File: config.mk
export PLATFORM = sky130hd
export DESIGN_NAME = ccmp_tx_feeder_flat
export DESIGN_NICKNAME = d
export VERILOG_FILES = /design/src/rtl/ccmp_pkg.sv /design/src/rtl/ccmp_tx_feeder_if.sv /design/src/rtl/ccmp_feed_blkctl.sv /design/src/rtl/ccmp_tx_feeder.sv /design/src/flat_wrapper.sv
export SDC_FILE = /design/constraint.sdc
export NUM_CORES = 1
export LEC_CHECK = 0
export CORE_MARGIN = 1.5
export CORE_UTILIZATION = 48
export CTS_BUF_LIST = sky130_fd_sc_hd__clkbuf_2 sky130_fd_sc_hd__clkbuf_4 sky130_fd_sc_hd__clkbuf_8
export DETAILED_ROUTE_END_ITERATION = 12
export PLACE_DENSITY_LB_ADDON = 0.1
export SLEW_MARGIN = 25
export SYNTH_ARGS = -nofsm -noshare
export SYNTH_HDL_FRONTEND = slang
export SYNTH_SLANG_ARGS = --single-unit
File: constraint.sdc
create_clock -name macCoreClk -period 2.6 [get_ports macCoreClk]
set_input_delay 0.26 -clock macCoreClk [delete_from_list [all_inputs] [get_ports macCoreClk]]
set_output_delay 0.26 -clock macCoreClk [all_outputs]
set_load 0.005 [all_outputs]
File: src/rtl/ccmp_pkg.sv
// Shared types and constants for the CCMP transmit feeder.
// Imported by the feeder top, its block controller and the bench.
package ccmp_pkg;

    localparam int BLK_BYTES = 16;
    localparam int LEN_W     = 16;
    localparam int HDR_MIN   = 24;
    localparam int HDR_MAX   = 32;

    typedef logic [LEN_W-1:0] len_t;

    typedef enum logic [2:0] {
        IDLE,
        WAIT_IDLE,
        INIT,
        HDR,
        PAYLOAD,
        END,
        DRAIN
    } feedState_e;

    function automatic logic hdrLenOk(input logic [5:0] len);
        return (len >= 6'(HDR_MIN)) && (len <= 6'(HDR_MAX));
    endfunction

endpackage

File: src/rtl/ccmp_tx_feeder_if.sv
// Byte stream from the TX path into the CCMP feeder.
// The master drives data; the slave (feeder) answers with srcReady.
interface ccmp_tx_feeder_if;

    logic [7:0] srcData;
    logic       srcValid;
    logic       srcLast;
    logic       srcReady;

    modport master (
        output srcData,
        output srcValid,
        output srcLast,
        input  srcReady
    );

    modport slave (
        input  srcData,
        input  srcValid,
        input  srcLast,
        output srcReady
    );

endinterface

File: src/rtl/ccmp_feed_blkctl.sv
// Block-boundary control for the feeder: position inside the
// current 16-byte block, the hold flag and srcReady.
module ccmp_feed_blkctl
    import ccmp_pkg::*;
(
    input  logic macCoreClk,
    input  logic pRst,
    input  logic wrWindow,
    input  logic ccmpRegFull,
    input  logic txError_p,
    input  logic srcValid,
    input  logic lastByte,
    input  logic blkRestart,
    input  logic clr,
    output logic srcReady,
    output logic wrFire
);

    localparam int CW = $clog2(BLK_BYTES);

    logic [CW-1:0] blkCnt;
    logic          blkHold;
    logic          blkEnd;

    assign srcReady = wrWindow && !ccmpRegFull && !blkHold && !txError_p;
    assign wrFire   = srcReady && srcValid;
    assign blkEnd   = (blkCnt == CW'(BLK_BYTES - 1));

    // Hold after a block closes until the engine shows it took the block.
    always_ff @(posedge macCoreClk or posedge pRst) begin
        if (pRst) begin
            blkCnt  <= '0;
            blkHold <= 1'b0;
        end else if (clr) begin
            blkCnt  <= '0;
            blkHold <= 1'b0;
        end else begin
            if (blkRestart) begin
                blkCnt <= '0;
            end else if (wrFire) begin
                blkCnt <= blkCnt + CW'(1);
            end
            if (wrFire && (blkEnd || lastByte)) begin
                blkHold <= 1'b1;
            end else if (blkHold && ccmpRegFull) begin
                blkHold <= 1'b0;
            end
        end
    end

endmodule

File: src/rtl/ccmp_tx_feeder.sv
// Transmit-side writer for the CCMP engine: header and payload bytes
// are pushed one per write, pausing at every block boundary.
module ccmp_tx_feeder
    import ccmp_pkg::*;
#(
    parameter int DRAIN_TIMEOUT = 1023
) (
    input  logic              macCoreClk,
    input  logic              pRst,
    input  logic              startFrame_p,
    input  logic [5:0]        hdrLen,
    input  len_t              payloadLen,
    ccmp_tx_feeder_if.slave   src,
    input  logic              txError_p,
    input  logic              ccmp_isIdle,
    input  logic              ccmpRegFull,
    input  logic              ccmpOutLast_p,
    output logic              initCCMP_p,
    output logic              wrCCMPEn_p,
    output logic [7:0]        plainText,
    output logic              payloadEnd_p,
    output logic              busy,
    output logic              lenError_p,
    output logic              timeout_p
);

    localparam int DW = $clog2(DRAIN_TIMEOUT + 1);

    feedState_e     state;
    logic [5:0]     hdrLenQ;
    logic [5:0]     hdrCnt;
    len_t           payLenQ;
    len_t           payCnt;
    logic [DW-1:0]  drainCnt;

    logic wrFire;
    logic wrWindow;
    logic hdrLast;
    logic payLast;
    logic lastByte;
    logic abort;
    logic lenErr;
    logic blkRestart;
    logic clr;

    assign wrWindow   = (state == HDR) || (state == PAYLOAD);
    assign hdrLast    = (hdrCnt == hdrLenQ - 6'd1);
    assign payLast    = (payCnt == payLenQ - len_t'(1));
    assign lastByte   = (state == HDR) ? hdrLast : payLast;
    assign abort      = txError_p && (state != IDLE);
    assign lenErr     = wrFire &&
                        (((state == HDR) && src.srcLast) ||
                         ((state == PAYLOAD) && (src.srcLast != payLast)));
    assign blkRestart = (state == HDR) && wrFire && hdrLast;
    assign clr        = abort || lenErr || (state == INIT);

    assign wrCCMPEn_p = wrFire;
    assign plainText  = wrFire ? src.srcData : 8'h00;
    assign busy       = (state != IDLE);

    ccmp_feed_blkctl u_blkctl (
        .macCoreClk  (macCoreClk),
        .pRst        (pRst),
        .wrWindow    (wrWindow),
        .ccmpRegFull (ccmpRegFull),
        .txError_p   (txError_p),
        .srcValid    (src.srcValid),
        .lastByte    (lastByte),
        .blkRestart  (blkRestart),
        .clr         (clr),
        .srcReady    (src.srcReady),
        .wrFire      (wrFire)
    );

    always_ff @(posedge macCoreClk or posedge pRst) begin
        if (pRst) begin
            state        <= IDLE;
            hdrLenQ      <= '0;
            payLenQ      <= '0;
            hdrCnt       <= '0;
            payCnt       <= '0;
            drainCnt     <= '0;
            initCCMP_p   <= 1'b0;
            payloadEnd_p <= 1'b0;
            lenError_p   <= 1'b0;
            timeout_p    <= 1'b0;
        end else begin
            initCCMP_p   <= 1'b0;
            payloadEnd_p <= 1'b0;
            lenError_p   <= 1'b0;
            timeout_p    <= 1'b0;
            // An abort outranks whatever else this cycle would have done.
            if (abort) begin
                state    <= IDLE;
                hdrCnt   <= '0;
                payCnt   <= '0;
                drainCnt <= '0;
            end else begin
                unique case (state)
                    IDLE: begin
                        if (startFrame_p) begin
                            hdrLenQ <= hdrLen;
                            payLenQ <= payloadLen;
                            if (hdrLenOk(hdrLen)) begin
                                state <= WAIT_IDLE;
                            end else begin
                                lenError_p <= 1'b1;
                            end
                        end
                    end
                    WAIT_IDLE: begin
                        if (ccmp_isIdle) begin
                            state      <= INIT;
                            initCCMP_p <= 1'b1;
                        end
                    end
                    INIT: begin
                        state  <= HDR;
                        hdrCnt <= '0;
                        payCnt <= '0;
                    end
                    HDR: begin
                        if (lenErr) begin
                            state      <= IDLE;
                            lenError_p <= 1'b1;
                        end else if (wrFire) begin
                            hdrCnt <= hdrCnt + 6'd1;
                            if (hdrLast) begin
                                if (payLenQ != '0) begin
                                    state <= PAYLOAD;
                                end else begin
                                    state        <= END;
                                    payloadEnd_p <= 1'b1;
                                end
                            end
                        end
                    end
                    PAYLOAD: begin
                        if (lenErr) begin
                            state      <= IDLE;
                            lenError_p <= 1'b1;
                        end else if (wrFire) begin
                            payCnt <= payCnt + len_t'(1);
                            if (payLast) begin
                                state        <= END;
                                payloadEnd_p <= 1'b1;
                            end
                        end
                    end
                    END: begin
                        state    <= DRAIN;
                        drainCnt <= '0;
                    end
                    DRAIN: begin
                        if (ccmpOutLast_p) begin
                            state <= IDLE;
                        end else if (drainCnt == DW'(DRAIN_TIMEOUT - 1)) begin
                            state     <= IDLE;
                            timeout_p <= 1'b1;
                        end else begin
                            drainCnt <= drainCnt + DW'(1);
                        end
                    end
                    default: state <= IDLE;
                endcase
            end
        end
    end

endmodule

File: src/flat_wrapper.sv
// flat-port wrapper written by rule: the top's interface ports become plain ports
module ccmp_tx_feeder_flat import ccmp_pkg::*;
#(
    parameter int DRAIN_TIMEOUT = 1023
)
  (macCoreClk, pRst, startFrame_p, hdrLen, payloadLen, txError_p, ccmp_isIdle, ccmpRegFull, ccmpOutLast_p, initCCMP_p, wrCCMPEn_p, plainText, payloadEnd_p, busy, lenError_p, timeout_p, src_srcData, src_srcValid, src_srcLast, src_srcReady);
  ccmp_tx_feeder_if src_i ();
  input  logic macCoreClk;
  input  logic pRst;
  input  logic startFrame_p;
  input  logic [5:0] hdrLen;
  input  len_t payloadLen;
  input  logic txError_p;
  input  logic ccmp_isIdle;
  input  logic ccmpRegFull;
  input  logic ccmpOutLast_p;
  output logic initCCMP_p;
  output logic wrCCMPEn_p;
  output logic [7:0] plainText;
  output logic payloadEnd_p;
  output logic busy;
  output logic lenError_p;
  output logic timeout_p;
  input wire logic [$bits(src_i.srcData)-1:0] src_srcData;
  input wire logic [$bits(src_i.srcValid)-1:0] src_srcValid;
  input wire logic [$bits(src_i.srcLast)-1:0] src_srcLast;
  output wire logic [$bits(src_i.srcReady)-1:0] src_srcReady;
  assign src_i.srcData = src_srcData;
  assign src_i.srcValid = src_srcValid;
  assign src_i.srcLast = src_srcLast;
  assign src_srcReady = src_i.srcReady;
  ccmp_tx_feeder #(.DRAIN_TIMEOUT(DRAIN_TIMEOUT)) u_core (.macCoreClk(macCoreClk), .pRst(pRst), .startFrame_p(startFrame_p), .hdrLen(hdrLen), .payloadLen(payloadLen), .src(src_i), .txError_p(txError_p), .ccmp_isIdle(ccmp_isIdle), .ccmpRegFull(ccmpRegFull), .ccmpOutLast_p(ccmpOutLast_p), .initCCMP_p(initCCMP_p), .wrCCMPEn_p(wrCCMPEn_p), .plainText(plainText), .payloadEnd_p(payloadEnd_p), .busy(busy), .lenError_p(lenError_p), .timeout_p(timeout_p));
endmodule
==> flow_summary_export.csv <==
group,metric,value,unit
finish,final_common_cell,"buf_4",
synth,async_reset_ff_frac,1.00,
pwr,leakagePower,0.00266,uW
sta,rsz0062_at_grt,"yes",
grt,antenna_found_initial,0,
drt,avgViaCountPerCell,5.75,
cts,clkTransAtPathRegs,0.08,ns
grt,grt_pass1_vias,4072,
synth,syn-num-nets,495,
drt,drt_iter0_markers,155,
sta,setup-tns-final,-2.92,ns
floorplanning,io_pins,54,
worst_setup_path,cp_slowest_stage_delay,0.57,ns
cts,cts.sinks,66,
pwr,power_density,858,mW/mm^2
sta,report.final.slew_viol_count,0,
pwr,peakVddDrop,0.635,mV
sta,fin_ws,-0.203,ns
floorplanning,die_y,97.7,microns
worst_setup_path,crit_fanout,4,
drt,drc,0,
synth,yosysWarnings,0,
synth,postSynthAreaPerCell,9.58,sq um
drt,antenna_left,0,
grt,grt_max_degree,67,
sta,period_needed,2.80,ns
run_status,status,"complete, but fails checks",
min_path,hp-class,"in2async",
worst_setup_path,critPathRequiredTime,2.84,ns
sta,timing.hold.ws,0.281,ns
finish,fin_nets,643,
placed_design,gp_congestion,0.949,
sta,fmax,357,MHz
worst_setup_path,worst_setup_path_end_kind,"flip-flop",
floorplanning,die_x,97.7,microns
worst_setup_path,arrival,3.04,ns
worst_setup_path,critPathMostFrequentCell,"buf_6",
placed_design,place_area,0.00557,sq mm
grt,grt_overflow_total,0,
synth,seq_area_frac_synth,0.384,
worst_setup_path,critical_path.cell_chain,"or4_4 > buf_6 > o41ai_4 > a211oi_2 > and4_4 > buf_6 > a22o_4 > or3_4 > a32o_1",
finish,postLayoutCellArea,0.00624,sq mm
grt,grtUsageTotal,0.256,
sta,setup_viol,23,
drt,wl_per_cell,16.8,microns
finish,final_cell_mix,"buf_4 (91), dfrtp_1 (64), nand2_1 (42), clkdlybuf4s50_1 (42), nor2_1 (34)",
cts,ctsHoldBuffers,0,
finish,drive_above_1_share,0.342,
placed_design,numPortBuffers,53,
worst_setup_path,critPathKind,"reg2reg",
run_status,violations,"negative setup slack",
finish,area_growth,45.0,%
finish,final_cells,710,
floorplanning,die_area,0.00954,sq mm
synth,netlist_area,0.00430,sq mm
cts,clk_latency,0.35,ns
sta,hold_violations,0,
run,cap_violations,0,
finish,n_fill_cell,653,
cts,h-tree-depth,3,
sta,finClkSkew,0.0101,ns
drt,wirelength,11900,microns
grt,grt_pass1_wl,19700,microns
synth,syn_inst,449,
floorplanning,initial_core_util,0.493,
placed_design,hpwl,8300,microns
sta,worst_pin_slew,0.528,ns
worst_setup_path,startpoint_type,"flip-flop",
drt,first_pass_iters,4,
synth,synthFlopType,"dfrtp_1",
floorplanning,coreArea,0.00872,sq mm
cts,max-clock-path-buffers,2,
finish,diodes,0,
sta,period_share,1.08,
synth,yosysUniqueCellTypes,70,
cts,tritoncts,"built",
cts,cts-root-buf,"clkbuf_8",
worst_setup_path,crit_slowest_cell,"or4_4",
drt,vias,4079,
synth,synth_seq_cells,66,
synth,synth-edff-count,0,
placed_design,dp_cells,675,
cts,numCtsBuffers,9,
floorplanning,rows,34,
sta,slew-limit-headroom,0.643,
## worst max-delay path: cells and delay by family (launching register included)
family | cells | cell delay, ns
AND/OR/NAND/NOR | 3 | 1.17
AO/OA/AOI/OAI | 4 | 0.84
flip-flops | 1 | 0.40
buffers and inverters | 2 | 0.29
## state kept, by name, indices dropped and copies added (netlist names), 3 cells and up
name and cells:
u_core.state 3, u_core.hdrCnt 6, u_core.hdrLenQ 6, u_core.payCnt 16, u_core.drainCnt 10, u_core.u_blkctl.blkCnt 4, u_core.payLenQ 16
## cells by family after synthesis
| kind of cell | after synthesis | share of synthesized area |
|---|---|---|
| xor gates and xnor gates | 36 | 0.0733 |
| AOI/OAI and AO/OA | 99 | 0.191 |
| and+or+nand+nor | 184 | 0.230 |
| muxes | 24 | 0.0646 |
| buffers and inverters | 33 | 0.0369 |
| adders and majority gates | 7 | 0.0204 |
| DFF | 66 | 0.384 |
## path summary, 6_finish.rpt
path,start,end,slack [ns],depth (start not counted)
hold reg to reg,u_core.drainCnt[9]$_DFFE_PP0P_,u_core.drainCnt[9]$_DFFE_PP0P_,0.51,1
setup / recovery,u_core.payLenQ[4]$_DFFE_PP0P_,u_core.state[1]$_DFFE_PP0P_,-0.20,9
setup reg to reg,u_core.payLenQ[4]$_DFFE_PP0P_,u_core.state[1]$_DFFE_PP0P_,-0.20,9
max in group asynchronous,pRst,u_core.drainCnt[0]$_DFFE_PP0P_,1.99,3
hold / removal,pRst,u_core.payCnt[13]$_DFFE_PP0P_,0.28,3
min in group macCoreClk,payloadLen[1],u_core.payLenQ[1]$_DFFE_PP0P_,0.48,3
## layer usage
metal  GRT usage  vias up  routed length [microns]  share of wire
li1            -     1967                        -              -
met1       0.312     1993                     5100           0.43
met2       0.460      103                     6200           0.52
met3      0.0338       16                      417          0.035
met4      0.0923        0                      210          0.018
met5           0        -                        0              0
## report_power, final
part | switching [uW] | internal (uW) | total, uW | leakage (uW)
Combinational | 1360 | 1490 | 2850 | 0.00167
Clock | 412 | 657 | 1070 | 0.000120
Sequential | 192 | 1250 | 1440 | 0.000868
Total | 1970 | 3390 | 5350 | 0.00266
## area by class of cell
type	instances	area (sq um)	share of cell area
multi-input combinational	350	2790	0.448
sequential	66	1650	0.265
timing repair buffer	156	1360	0.218
clock buffer	11	139	0.0223
tap	108	135	0.0217
clock inverter	5	103	0.0164
inverter	14	55.1	0.00883
## what timing repair did
item                                    4_1_cts  5_1_grt
buffers inserted                              9        9
gates cloned                                  2        0
pin swaps                                    23       15
endpoints found under the setup margin       35       37
gates resized for setup                      38       34
## per-stage QoR
stage / utilization / setup slack, ns / power (uW)
finish: 0.715 / -0.203 / 5350
global route: 0.715 / -0.296 / 5690
CTS: 0.690 / -0.210 / 5100
detailed placement: 0.639 / -0.413 / 3900
global placement: 0.639 / -0.373 / 3830
floorplan: - / -0.213 / 2940
## synth_stat cells (3+ instances only)
cell | n | area, sq um
xnor2_1 | 14 | 123
and2_1 | 6 | 37.5
and4_1 | 4 | 35.0
nor4_1 | 6 | 37.5
mux2i_1 | 3 | 30.0
or2_2 | 3 | 18.8
nand3_1 | 18 | 90.1
a41oi_1 | 6 | 52.6
nand2b_1 | 6 | 37.5
dfrtp_1 | 66 | 1650
a211oi_1 | 6 | 45.0
mux2_2 | 20 | 225
a31oi_4 | 7 | 149
o31ai_1 | 6 | 45.0
inv_1 | 13 | 48.8
and3_1 | 13 | 81.3
nand3b_1 | 4 | 30.0
nor2b_1 | 6 | 37.5
xor2_1 | 22 | 193
or3_1 | 6 | 37.5
o21ai_0 | 20 | 100
nand4_1 | 11 | 68.8
clkbuf_1 | 12 | 45.0
nor2_1 | 34 | 128
o41ai_1 | 3 | 26.3
nor3_1 | 12 | 60.1
a21oi_1 | 11 | 55.1
nand2_1 | 42 | 158
ha_1 | 7 | 87.6
a31oi_1 | 12 | 75.1
buf_2 | 3 | 15.0
No activity file was read; power rests on OpenSTA's default activity.
